<file path="config.mk">
export PLATFORM = sky130hd
export DESIGN_NAME = pipelined_sr_shifter_flat
export DESIGN_NICKNAME = d
export VERILOG_FILES = /design/src/rtl/pipelined_sr_shifter_pkg.sv /design/src/rtl/pipelined_sr_shifter_if.sv /design/src/rtl/pipelined_sr_shifter_stage.sv /design/src/rtl/pipelined_sr_shifter.sv /design/src/flat_wrapper.sv
export SDC_FILE = /design/constraint.sdc
export NUM_CORES = 1
export LEC_CHECK = 0
export ABC_AREA = 0
export CAP_MARGIN = 20
export CORE_ASPECT_RATIO = 0.8
export CORE_UTILIZATION = 40
export DETAILED_ROUTE_END_ITERATION = 12
export SETUP_SLACK_MARGIN = 0.02
export SLEW_MARGIN = 20
export SYNTH_ARGS = -nofsm -noshare
export SYNTH_HDL_FRONTEND = slang
export SYNTH_SLANG_ARGS = --single-unit
export TNS_END_PERCENT = 1
</file>
<file path="constraint.sdc">
create_clock -name clock -period 2.75 [get_ports clock]
set_clock_uncertainty 0.15 [all_clocks]
set_input_delay 0.6875 -clock clock [delete_from_list [all_inputs] [get_ports clock]]
set_output_delay 0.6875 -clock clock [all_outputs]
set_load 0.01 [all_outputs]
</file>
<file path="src/rtl/pipelined_sr_shifter_pkg.sv">
// Shared definitions for the pipelined right barrel shifter.
//   DATA_W     - operand width (fixed at 32)
//   SHAMT_W    - shift amount width
//   NUM_STAGES - one pipeline stage per shift-amount bit
//   TAG_W_DEF  - default pass-through tag width
//   stage_t    - per-stage record at the default tag width; the top level
//                re-declares the same layout at its own TAG_W.
package shifter_pkg;

   localparam int unsigned DATA_W     = 32;
   localparam int unsigned SHAMT_W    = 5;
   localparam int unsigned NUM_STAGES = 5;
   localparam int unsigned TAG_W_DEF  = 5;

   typedef struct packed {
      logic                 valid;
      logic [DATA_W-1:0]    data;
      logic [SHAMT_W-1:0]   shamt;
      logic                 arith;
      logic [TAG_W_DEF-1:0] tag;
   } stage_t;

endpackage

</file>
<file path="src/rtl/pipelined_sr_shifter_if.sv">
// Handshake bundle for the shifter.
//   in_valid/in_ready     - input handshake
//   data_operandA         - value to shift
//   ctrl_shiftamt         - shift distance 0..31
//   ctrl_arith            - 1 = sign fill, 0 = zero fill
//   in_tag/out_tag        - opaque tag carried alongside the operation
//   out_valid/out_ready   - output handshake
//   data_result           - shifted value
// master = producer/consumer side, slave = shifter side.
interface pipelined_sr_shifter_if #(
   parameter int unsigned TAG_W = 5
);
   import shifter_pkg::*;

   logic               in_valid;
   logic               in_ready;
   logic [DATA_W-1:0]  data_operandA;
   logic [SHAMT_W-1:0] ctrl_shiftamt;
   logic               ctrl_arith;
   logic [TAG_W-1:0]   in_tag;
   logic               out_valid;
   logic               out_ready;
   logic [DATA_W-1:0]  data_result;
   logic [TAG_W-1:0]   out_tag;

   modport master (
      output in_valid, data_operandA, ctrl_shiftamt, ctrl_arith, in_tag, out_ready,
      input  in_ready, out_valid, data_result, out_tag
   );

   modport slave (
      input  in_valid, data_operandA, ctrl_shiftamt, ctrl_arith, in_tag, out_ready,
      output in_ready, out_valid, data_result, out_tag
   );

endinterface

</file>
<file path="src/rtl/pipelined_sr_shifter_stage.sv">
// One stage of the right barrel shifter: conditionally shifts the incoming
// record right by 2^STAGE_IDX and registers it.
//   clock, reset - clock and async active-low reset
//   flush        - clears the stage valid bit on the next edge
//   adv_i        - this stage may take a new value this cycle
//   prev_i       - predecessor record (or the input offer for stage 0)
//   stage_o      - registered record of this stage
module sr_shift_stage #(
   parameter int unsigned STAGE_IDX = 0,
   parameter type         stage_t   = shifter_pkg::stage_t
) (
   input  logic   clock,
   input  logic   reset,
   input  logic   flush,
   input  logic   adv_i,
   input  stage_t prev_i,
   output stage_t stage_o
);
   import shifter_pkg::*;

   localparam int unsigned Dist = 1 << STAGE_IDX;

   stage_t              stage_d, stage_q;
   logic                fill;
   logic [2*DATA_W-1:0] wide;
   logic [DATA_W-1:0]   shifted;

   // Bit 31 always carries the original sign, so every stage can derive the
   // fill from its own incoming value.
   always_comb begin
      fill    = prev_i.arith & prev_i.data[DATA_W-1];
      wide    = {{DATA_W{fill}}, prev_i.data};
      shifted = prev_i.shamt[STAGE_IDX] ? wide[Dist +: DATA_W] : prev_i.data;
   end

   // Empty predecessor leaves a bubble; payload is held so outputs stay quiet.
   always_comb begin
      stage_d = stage_q;
      if (flush) begin
         stage_d.valid = 1'b0;
      end else if (adv_i) begin
         if (prev_i.valid) begin
            stage_d      = prev_i;
            stage_d.data = shifted;
         end else begin
            stage_d.valid = 1'b0;
         end
      end
   end

   always_ff @(posedge clock or negedge reset) begin
      if (!reset) begin
         stage_q <= '0;
      end else begin
         stage_q <= stage_d;
      end
   end

   assign stage_o = stage_q;

endmodule

</file>
<file path="src/rtl/pipelined_sr_shifter.sv">
// Five-stage pipelined SRL/SRA shifter with valid/ready handshakes and
// per-stage bubble collapse. Stage k resolves shift-amount bit k.
//   clock  - rising-edge clock
//   reset  - asynchronous active-low reset, clears all state
//   flush  - synchronous kill of in-flight and incoming operations
//   bus_io - handshake bundle (slave side)
//   busy   - any stage holds a valid operation
module pipelined_sr_shifter #(
   parameter int unsigned TAG_W  = 5,
   parameter int unsigned DATA_W = 32
) (
   input  logic                         clock,
   input  logic                         reset,
   input  logic                         flush,
   pipelined_sr_shifter_if.slave        bus_io,
   output logic                         busy
);
   import shifter_pkg::*;

   typedef struct packed {
      logic               valid;
      logic [DATA_W-1:0]  data;
      logic [SHAMT_W-1:0] shamt;
      logic               arith;
      logic [TAG_W-1:0]   tag;
   } stage_rec_t;

   // chain[0] is the input offer, chain[k+1] is the register of stage k.
   stage_rec_t            chain [NUM_STAGES+1];
   logic [NUM_STAGES-1:0] adv;
   logic [NUM_STAGES-1:0] vld;

   assign chain[0] = '{
      valid: bus_io.in_valid,
      data:  bus_io.data_operandA,
      shamt: bus_io.ctrl_shiftamt,
      arith: bus_io.ctrl_arith,
      tag:   bus_io.in_tag
   };

   for (genvar k = 0; k < NUM_STAGES; k++) begin : g_stage
      sr_shift_stage #(
         .STAGE_IDX (k),
         .stage_t   (stage_rec_t)
      ) u_stage (
         .clock   (clock),
         .reset   (reset),
         .flush   (flush),
         .adv_i   (adv[k]),
         .prev_i  (chain[k]),
         .stage_o (chain[k+1])
      );

      assign vld[k] = chain[k+1].valid;

      // A stage may advance if downstream advances or it holds a bubble.
      if (k == NUM_STAGES - 1) begin : g_last
         assign adv[k] = bus_io.out_ready | ~vld[k];
      end else begin : g_mid
         assign adv[k] = adv[k+1] | ~vld[k];
      end
   end

   assign bus_io.in_ready    = adv[0];
   assign bus_io.out_valid   = vld[NUM_STAGES-1];
   assign bus_io.data_result = chain[NUM_STAGES].data;
   assign bus_io.out_tag     = chain[NUM_STAGES].tag;
   assign busy               = |vld;

   logic unused_tail;
   assign unused_tail = ^{chain[NUM_STAGES].shamt, chain[NUM_STAGES].arith};

endmodule

</file>
<file path="src/flat_wrapper.sv">
// flat-port wrapper written by rule: the top's interface ports become plain ports
module pipelined_sr_shifter_flat import shifter_pkg::*;
#(
   parameter int unsigned TAG_W  = 5,
   parameter int unsigned DATA_W = 32
)
  (clock, reset, flush, busy, bus_io_in_valid, bus_io_data_operandA, bus_io_ctrl_shiftamt, bus_io_ctrl_arith, bus_io_in_tag, bus_io_out_ready, bus_io_in_ready, bus_io_out_valid, bus_io_data_result, bus_io_out_tag);
  pipelined_sr_shifter_if #(.TAG_W(TAG_W)) bus_io_i ();
  input  logic clock;
  input  logic reset;
  input  logic flush;
  output logic busy;
  input wire logic [$bits(bus_io_i.in_valid)-1:0] bus_io_in_valid;
  input wire logic [$bits(bus_io_i.data_operandA)-1:0] bus_io_data_operandA;
  input wire logic [$bits(bus_io_i.ctrl_shiftamt)-1:0] bus_io_ctrl_shiftamt;
  input wire logic [$bits(bus_io_i.ctrl_arith)-1:0] bus_io_ctrl_arith;
  input wire logic [$bits(bus_io_i.in_tag)-1:0] bus_io_in_tag;
  input wire logic [$bits(bus_io_i.out_ready)-1:0] bus_io_out_ready;
  output wire logic [$bits(bus_io_i.in_ready)-1:0] bus_io_in_ready;
  output wire logic [$bits(bus_io_i.out_valid)-1:0] bus_io_out_valid;
  output wire logic [$bits(bus_io_i.data_result)-1:0] bus_io_data_result;
  output wire logic [$bits(bus_io_i.out_tag)-1:0] bus_io_out_tag;
  assign bus_io_i.in_valid = bus_io_in_valid;
  assign bus_io_i.data_operandA = bus_io_data_operandA;
  assign bus_io_i.ctrl_shiftamt = bus_io_ctrl_shiftamt;
  assign bus_io_i.ctrl_arith = bus_io_ctrl_arith;
  assign bus_io_i.in_tag = bus_io_in_tag;
  assign bus_io_i.out_ready = bus_io_out_ready;
  assign bus_io_in_ready = bus_io_i.in_ready;
  assign bus_io_out_valid = bus_io_i.out_valid;
  assign bus_io_data_result = bus_io_i.data_result;
  assign bus_io_out_tag = bus_io_i.out_tag;
  pipelined_sr_shifter #(.TAG_W(TAG_W), .DATA_W(DATA_W)) u_core (.clock(clock), .reset(reset), .flush(flush), .bus_io(bus_io_i), .busy(busy));
endmodule
</file>
==> reports/results.ini, run 1 <==
[drt]
ant_nets = 0
avgViaCountPerCell = 5.046
drc_errors = 0
drt-initial-drc-count = 226
wl_per_cell_um = 17.44
num_vias = 5409
totalWireLength_um = 18700
dr.pass1.iters = 4

[critical_path]
critPathRequiredTime_ps = 1910
path_max_fanout = 2
r2r_slack_ps = 580
r2r-start = u_core.g_stage[3].u_stage.stage_o[43]$_DFFE_PN0P_
criticalPathCategory = in2out
critPathLaunchType = input port
cp-startpoint = bus_io_out_ready
critPathCaptureType = primary output
arrival_ps = 1800

[hold_path]
hold_start = u_core.g_stage[2].u_stage.stage_o[1]$_DFFE_PN0P_
hp-class = reg2reg

[pwr]
netSwitchingFraction = 0.2877
power_mw = 10.35
clkPwrFrac = 0.266
power.density_mw_per_mm2 = 903.9
vdd_drop_max_mv = 0.5711
p_seq_frac = 0.453
total_leakage_power_nw = 5.052
p_int_mw = 7.374
power_frac_comb = 0.281
power_switching_mw = 2.979

[logic_synthesis]
yosys_register_bits = 204
synthCells = 700
post_synth.cell_area_avg_um2 = 13.95
synth_fp_nets = 748
synth_xor_area_frac = 0
yosys.cell_types.count = 26
synth-simple-area-share = 0.01050
synth_top_family_by_area = multiplexers
synth_fa_ha_area_frac = 0
synth-seq-area-share = 0.5226
synth_compound_area_frac = 0.02318
synthMuxAreaShare = 0.3804
yosys_warnings = 0
syn_area_mm2 = 0.009768

[placement]
place_ws_ps = -137.4
dp.final_hpwl_um = 13060
dp_cells = 1035
placed_area_mm2 = 0.01077
portBuffers = 87
place_congestion = 0.7701

[global_route]
antenna_found_initial = 0
grt-ovfl-total = 0
grt_pass1_vias = 6045
track_usage = 0.1580
grt_pass1_wl_um = 31910
grt_max_degree = 60

[sta]
tns_ps = 0
whs_ps = 351.1
tightest_slew_ps = 455.4
slew_viol_final = 0
setup_ws_ps = 117.1
rsz0062_at_grt = false
post-route-period-util = 0.9574
slew_headroom = 0.6956
period_needed_ps = 2633
finalHoldViolCount = 0
setup_viol = 0
clock.fmax_ghz = 0.3798

[finish]
syn2layout_area_growth_pct = 17.25
drive_gt1_frac = 0.4421
stdcell_count = 1072
nets = 796
final_area_mm2 = 0.01145
largest_register_ffs = 204
diodes = 0
final_util = 0.4843

[clock_tree]
cts_buffers = 22
clk_pin_slew_worst_paths_ps = 60
clockRootBuffer = clkbuf_16
cts_tree = yes
clock_path_buffers = 3
cts_htree_levels = 1
cts_sinks = 204
clk_latency_ps = 500

[floorplanning]
die_h_um = 141.8
initial_core_util = 0.4131
die_w_um = 176.7
die_area_mm2 = 0.02505
fp.coreArea_mm2 = 0.02365
num_rows = 50
io_pins = 88

[outcome]
status = finished, final reports clean

[flow_run]
drv_cap = 0

-- logic make-up (layout without fill, tap and decap cells) --
kind of cell           after synthesis  count (layout)
buffers and inverters              112             172
and+or+nand+nor                     19              19
AOI/OAI and AO/OA                   37              37
muxes                              328             328
DFF                                204             204
-- worst max-delay path, stage by stage --
cell and delay [ps]:
clkdlybuf4s50_1 410, and4b_1 270, nand3_1 110, dlygate4sd2_1 310
-- final cells by class --
type / instances / area (um2)
tap: 312 / 390.4
inverter: 32 / 120.1
sequential: 204 / 5105
timing repair buffer: 104 / 1104
clock inverter: 2 / 13.76
multi-input combinational: 384 / 4064
fill: 2108 / 12190
clock buffer: 34 / 656.9
-- power groups by stage --
stage | clock network [mW] | registers [mW] | logic (mW)
2_1_floorplan | 0 | 4.42 | 2.27
3_3_place_gp | 0 | 4.71 | 2.90
3_5_place_dp | 0 | 4.73 | 2.94
4_1_cts | 2.85 | 4.69 | 2.96
5_1_grt | 2.99 | 4.83 | 3.18
6_report | 2.76 | 4.69 | 2.91
-- placed cells by master (no fill, tap or decap) --
cell / instances
a211o_1: 1
a21boi_0: 5
a21oi_1: 4
a21oi_4: 1
a311oi_4: 1
and4b_1: 1
buf_12: 8
buf_4: 8
clkbuf_1: 7
clkbuf_16: 23
clkbuf_8: 5
clkdlybuf4s50_1: 85
clkinv_2: 1
clkinv_4: 1
dfrtp_1: 204
dlygate4sd2_1: 1
dlygate4sd3_1: 1
inv_1: 32
mux2_1: 6
mux2_2: 268
mux2_4: 18
mux2i_1: 36
nand2_1: 1
nand2b_1: 1
nand3_1: 5
nor2_1: 7
nor2b_1: 1
nor3_1: 1
nor3b_2: 1
nor3b_4: 1
o21ai_0: 25
-- worst paths after layout --
kind	cells after the start	end
setup reg to reg	5	u_core.g_stage[0].u_stage.stage_o[17]$_DFFE_PN0P_
hold / removal	1	u_core.g_stage[2].u_stage.stage_o[1]$_DFFE_PN0P_
min in group asynchronous	2	u_core.g_stage[0].u_stage.stage_o[15]$_DFFE_PN0P_
setup / recovery	4	bus_io_in_ready
hold reg to reg	1	u_core.g_stage[2].u_stage.stage_o[1]$_DFFE_PN0P_
max in group asynchronous	3	u_core.g_stage[1].u_stage.stage_o[34]$_DFFE_PN0P_
-- metal layers --
metal | track usage | share of wire | up-vias
met3 | 0.02787 | 0.036 | 30
li1 | - | - | 2515
met5 | 0 | 0 | -
met1 | 0.2206 | 0.47 | 2787
met4 | 0.03358 | 0.017 | 0
met2 | 0.2570 | 0.47 | 77
-- repair_timing --
item | CTS | global route
endpoints found under the setup margin | 1 | 0
setup buffers | 0 | 0
gates resized for setup | 1 | 0
endpoints found under the hold margin | 33 | 0
hold buffers | 1 | 0
-- Yosys cell counts --
master    number  area share
buf_2         17      0.0087
mux2_2       268        0.31
dfrtp_1      204        0.52
nor2_1         7      0.0027
nor3b_2        1      0.0013
nor3b_1        1     0.00077
a21boi_0       5      0.0038
and4b_1        1      0.0010
inv_1         32       0.012
a211o_1        1     0.00090
buf_4         37       0.028
nor2b_1        1     0.00064
buf_1          1     0.00038
nand2b_1       1     0.00064
mux2_1         6      0.0069
mux2_4        18       0.028
o21ai_0       25       0.013
nand2_1        1     0.00038
clkbuf_1      20      0.0077
a21oi_2        1     0.00090
a21oi_1        4      0.0020
a311oi_4       1      0.0027
buf_6          5      0.0058
nand3_1        5      0.0026
mux2i_1       36       0.037
nor3_1         1     0.00051
Power figures use the tool's default switching activity.
==> run 2: changes to the inputs <==
CAP_MARGIN = 30   (was 20)
CTS_CLUSTER_SIZE = 25   (was default)
==> results of run 2 <==
Final layout, timing and power as in run 1 (identical DEF).
